==> src/rtl/seq_divider.sv <==
// -----------------------------------------------------------------------------
// seq_divider
//
// Sequential restoring divider, one quotient bit per enabled clock. Sits beside
// the pipelined 4x4 multiplier and recovers a factor from a product:
// Q = A / B, R = A % B (unsigned).
//
// Parameters
//   DW  dividend / quotient width (must be >= VW)
//   VW  divisor / remainder width
//
// Ports
//   clk    in   rising-edge clock
//   reset  in   synchronous, active-high; priority over EN and start
//   EN     in   clock enable; low freezes every register and output
//   start  in   request, only honoured in IDLE with EN=1
//   A      in   dividend, captured on an accepted start
//   B      in   divisor, captured on an accepted start
//   Q      out  quotient, final while done=1, held until the next accept
//   R      out  remainder, final while done=1, held until the next accept
//   busy   out  high from the edge after accept through the DONE cycle
//   done   out  one enabled-cycle pulse, Q/R valid
//   dbz    out  divide-by-zero flag, valid with done
//
// Build option
//   SEQ_DIVIDER_DBZ_FASTPATH_EN  when defined, a zero divisor finishes after a
//   single RUN cycle with Q = all ones, R = A[VW-1:0] and dbz=1; busy is then
//   high for that one RUN cycle only. When undefined, a zero divisor runs the
//   full DW iterations (yielding the same Q/R) and dbz is tied low.
// -----------------------------------------------------------------------------
module seq_divider #(
  parameter int DW = 8,
  parameter int VW = 4
) (
  input  logic          clk,
  input  logic          reset,
  input  logic          EN,
  input  logic          start,
  input  logic [DW-1:0] A,
  input  logic [VW-1:0] B,
  output logic [DW-1:0] Q,
  output logic [VW-1:0] R,
  output logic          busy,
  output logic          done,
  output logic          dbz
);

  localparam int CW = (DW > 1) ? $clog2(DW) : 1;

  typedef enum logic [1:0] {
    S_IDLE = 2'd0,
    S_RUN  = 2'd1,
    S_DONE = 2'd2
  } state_t;

  state_t        state_q, state_d;
  logic [DW-1:0] dvd_q, dvd_d;   // dividend shift register, MSB consumed first
  logic [DW-1:0] quo_q, quo_d;   // quotient, LSB receives each new bit
  logic [VW-1:0] dvs_q, dvs_d;   // captured divisor
  logic [VW-1:0] rem_q, rem_d;   // partial remainder after restore
  logic [CW-1:0] cnt_q, cnt_d;   // iterations left minus one
  logic [VW:0]   step;           // {next remainder, quotient bit}

`ifdef SEQ_DIVIDER_DBZ_FASTPATH_EN
  logic          dbz_q, dbz_d;
`endif

  // One restoring step. The trial remainder needs VW+1 bits because it can
  // reach 2*B-1 before the subtract; once restored it is below B again, so
  // only VW bits are carried to the next step. With B=0 the compare always
  // succeeds and the subtract is a no-op, which naturally gives Q = all ones
  // and leaves the last VW dividend bits in the remainder.
  function automatic logic [VW:0] div_step(input logic [VW-1:0] rem_in,
                                           input logic          msb,
                                           input logic [VW-1:0] dvs);
    logic [VW:0] trial;
    trial = {rem_in, msb};
    if (trial >= {1'b0, dvs}) begin
      return {VW'(trial - {1'b0, dvs}), 1'b1};
    end
    return {trial[VW-1:0], 1'b0};
  endfunction

  always_comb begin
    state_d = state_q;
    dvd_d   = dvd_q;
    quo_d   = quo_q;
    dvs_d   = dvs_q;
    rem_d   = rem_q;
    cnt_d   = cnt_q;
`ifdef SEQ_DIVIDER_DBZ_FASTPATH_EN
    dbz_d   = dbz_q;
`endif
    step    = div_step(rem_q, dvd_q[DW-1], dvs_q);

    unique case (state_q)
      S_IDLE: begin
        if (start) begin
          dvd_d   = A;
          dvs_d   = B;
          rem_d   = '0;
          quo_d   = '0;
          cnt_d   = CW'(DW - 1);
`ifdef SEQ_DIVIDER_DBZ_FASTPATH_EN
          dbz_d   = 1'b0;
`endif
          state_d = S_RUN;
        end
      end

      S_RUN: begin
        rem_d = step[VW:1];
        quo_d = {quo_q[DW-2:0], step[0]};
        dvd_d = {dvd_q[DW-2:0], 1'b0};
        if (cnt_q == '0) begin
          state_d = S_DONE;
        end else begin
          cnt_d = cnt_q - CW'(1);
        end
`ifdef SEQ_DIVIDER_DBZ_FASTPATH_EN
        // Zero divisor: the dividend is still unshifted on the first RUN
        // edge, so the full-run result can be written in one go.
        if (dvs_q == '0) begin
          quo_d   = '1;
          rem_d   = dvd_q[VW-1:0];
          dbz_d   = 1'b1;
          state_d = S_DONE;
        end
`endif
      end

      S_DONE: begin
        state_d = S_IDLE;
      end

      default: begin
        state_d = S_IDLE;
      end
    endcase
  end

  // ---- register stage: reset wins over EN; EN low freezes everything ----
  always_ff @(posedge clk) begin
    if (reset) begin
      state_q <= S_IDLE;
      dvd_q   <= '0;
      quo_q   <= '0;
      dvs_q   <= '0;
      rem_q   <= '0;
      cnt_q   <= '0;
`ifdef SEQ_DIVIDER_DBZ_FASTPATH_EN
      dbz_q   <= 1'b0;
`endif
    end else if (EN) begin
      state_q <= state_d;
      dvd_q   <= dvd_d;
      quo_q   <= quo_d;
      dvs_q   <= dvs_d;
      rem_q   <= rem_d;
      cnt_q   <= cnt_d;
`ifdef SEQ_DIVIDER_DBZ_FASTPATH_EN
      dbz_q   <= dbz_d;
`endif
    end
  end

  assign Q    = quo_q;
  assign R    = rem_q;
  assign done = (state_q == S_DONE);

`ifdef SEQ_DIVIDER_DBZ_FASTPATH_EN
  // The fast zero-divisor path keeps busy to its single RUN cycle.
  assign busy = (state_q == S_RUN) || ((state_q == S_DONE) && !dbz_q);
  assign dbz  = (state_q == S_DONE) && dbz_q;
`else
  assign busy = (state_q == S_RUN) || (state_q == S_DONE);
  assign dbz  = 1'b0;
`endif

endmodule

==> config.mk <==
export PLATFORM = sky130hd
export DESIGN_NAME = seq_divider
export DESIGN_NICKNAME = d
export VERILOG_FILES = /design/src/rtl/seq_divider.sv
export SDC_FILE = /design/constraint.sdc
export NUM_CORES = 1
export LEC_CHECK = 0
export CORE_MARGIN = 8
export CORE_UTILIZATION = 55
export CTS_CLUSTER_DIAMETER = 150
export DETAILED_ROUTE_END_ITERATION = 10
export GPL_TIMING_DRIVEN = 0
export PLACE_DENSITY = 0.84
export RECOVER_POWER = 50
export SETUP_SLACK_MARGIN = 0.5
export SYNTH_ARGS = -nofsm -noshare
export SYNTH_HDL_FRONTEND = slang
export SYNTH_SLANG_ARGS = --single-unit
==> constraint.sdc <==
create_clock -name clk -period 2.8 [get_ports clk]
set_input_delay 0.42 -clock clk [delete_from_list [all_inputs] [get_ports clk]]
set_output_delay 0.42 -clock clk [all_outputs]
set_load 0.02 [all_outputs]
==> metrics.yaml <==
required_ns: 3.05
worst_setup_path_start_kind: "register"
io_buffer_count: 27
hold_buffers: 0
start_util: 0.574
root_buffer: "clkbuf_4"
synthCells: 166
dr.first_iter.drc_count: 90
io_pins: 31
synth_cell_types: 42
maxCapViolCount: 0
worst_setup_path_end_kind: "register"
maxSlewHeadroom: 0.604
fp.coreArea_um2: 2730
drc: 0
min_period_over_period: 0.758
crit_arrival_ns: 2.37
grt_pass1_wl_um: 6210
vias: 1357
post-route-min-period_ns: 2.12
syn_avg_cell_area_um2: 9.45
synth_warnings: 0
post_cts_buffers: 0
finalSetupViolations: 0
status: "finished clean"
clk_path_buf_depth: 2
slew_violations: 0
antenna_found_initial: 0
utilization: 0.718
worstSetupPathType: "register to register"
area_growth_pct: 25.0
dieArea_um2: 4820
cts_tree: "done"
die_y_um: 69.4
grt_max_degree: 11
clkSlewWorstSetupHoldPaths_ns: 0.10
clkSinkCount: 29
nets: 226
dr.pass1.iters: 4
gp_routability_congestion: 0.865
vias_per_cell: 5.85
drive_above_1_share: 0.129
worst_pin_slew_ns: 0.594
fp.dieW_um: 69.4
cp_max_fo: 10
fin_tns_setup_ns: 0
ys_seq_area_frac: 0.370
skew_ns: 0.0133
grt_pass1_vias: 1398
power.leakage_nw: 0.760
peakVddDrop_uv: 651
dp_hpwl_um: 2700
rows: 19
cts_buffers: 5
diodes: 0
routed_wl_um: 3590
grt_overflow: 0
ys_seq_elements: 29
rr_worst_depth: 8
htreeDepth: 2
post_cts_resized: 0
rsz0062_at_grt: "false"
worstHoldPathCells: 2
netlist_area_um2: 1570
hold_path.class: "register to register"
final-hold-violation-count: 0
syn-num-nets: 192
wl_per_cell_um: 15.5
clock_latency_ns: 0.33
powerDensity_nw_per_um2: 561
antenna_left: 0
power_mw: 1.10
fmax_ghz: 0.471
track_usage: 0.150
path summary, 6_finish.rpt:
check                          start               endpoint  slack, ns
max reg2reg  state_q[0]$_SDFFE_PP0P_  dvd_q[1]$_SDFFE_PP0P_       0.68
max          state_q[0]$_SDFFE_PP0P_  dvd_q[1]$_SDFFE_PP0P_       0.68
min reg2reg    dvs_q[3]$_SDFFE_PP0P_  dvs_q[3]$_SDFFE_PP0P_       0.51
min            dvs_q[3]$_SDFFE_PP0P_  dvs_q[3]$_SDFFE_PP0P_       0.51
cells in the mapped netlist (all sizes together):
cell,n,area share
dfxtp,29,0.37
nor2,23,0.055
mux2i,11,0.070
inv,10,0.024
ha,9,0.072
a22oi,8,0.038
a211oi,7,0.056
buf,7,0.036
a21oi,6,0.019
nand2,6,0.014
nand3,5,0.016
o21ai,5,0.016
clkbuf,4,0.0096
or2,4,0.016
a32o,3,0.019
nand2b,3,0.017
a21o,2,0.010
a221oi,2,0.011
and2,2,0.0080
and4b,2,0.014
nand3b,2,0.0096
nor3,2,0.0064
a2111o,1,0.0072
a2111oi,1,0.018
a311o,1,0.0072
a311oi,1,0.0056
a31oi,1,0.0040
and3,1,0.0040
conb,1,0.0024
fa,1,0.013
mux2,1,0.0096
nand4,1,0.0040
o2111ai,1,0.0056
o211ai,1,0.0048
o21a,1,0.0048
o22ai,1,0.0040
through the flow:
stage	std cells	hold WS [ns]	cell area, µm²	setup slack (ns)
after floorplan	166	0.463	1570	1.09
after global placement	224	0.479	1880	0.899
after detailed placement	224	0.494	1880	0.853
after CTS	232	0.516	1980	0.694
after global routing	232	0.543	1960	0.530
final	232	0.510	1960	0.678
power breakdown:
group	switching, mW	internal (mW)	total (mW)	leakage (nW)
clock network	0.150	0.276	0.426	0.0552
logic	0.123	0.104	0.226	0.469
registers	0.0134	0.434	0.448	0.236
total	0.286	0.814	1.10	0.760
logic make-up after synthesis:
| family | synth area share |
|---|---|
| compound gates | 0.230 |
| mux | 0.0797 |
| flops | 0.370 |
| buf+inv | 0.0694 |
| fa+ha+maj | 0.0845 |
| other cells | 0.00239 |
| simple gates | 0.163 |
placed cells by master, fill, tap and decap left out, drive strengths merged, types with 2 or more instances in the layout:
| cell | n |
|---|---|
| dfxtp | 29 |
| clkdlybuf4s50 | 26 |
| nor2 | 23 |
| clkbuf | 12 |
| mux2i | 11 |
| inv | 10 |
| ha | 9 |
| a22oi | 8 |
| a211oi | 7 |
| nand2 | 6 |
| a21oi | 6 |
| nand3 | 5 |
| o21ai | 5 |
| or2 | 4 |
| buf | 4 |
| a32o | 3 |
| nand2b | 3 |
| nand3b | 2 |
| nor3 | 2 |
| a221oi | 2 |
| bufinv | 2 |
| and4b | 2 |
| a21o | 2 |
| and2 | 2 |
sequential cells by signal, summed over array words and instances (netlist names):
signal,count
state_q,2
R,4
cnt_q,3
dvd_q,8
Q,8
dvs_q,4
per-layer routing:
metal,wire length (µm),track usage
met1,1550,0.163
met2,1800,0.261
met3,202,0.0515
met4,42,0.0592
met5,0,0
final cells by class:
type / count / area [µm²]
Sequential cell: 29 / 581
Fill cell: 212 / 772
Timing Repair Buffer: 27 / 270
Clock buffer: 5 / 37.5
Multi-Input combinational cell: 116 / 871
Buffer: 11 / 61.3
Clock inverter: 3 / 65.1
Tap cell: 31 / 38.8
Inverter: 10 / 37.5
worst max-delay path, cell delays in order (launching register included):
cell and delay [ns]:
dfxtp_1 0.38, inv_1 0.08, ha_1 0.24, mux2_1 0.29
and2_0 0.17, buf_6 0.13, clkbuf_1 0.44, nor2_1 0.12
a211oi_2 0.20
Note: power is estimated with default switching activity, not from simulation.
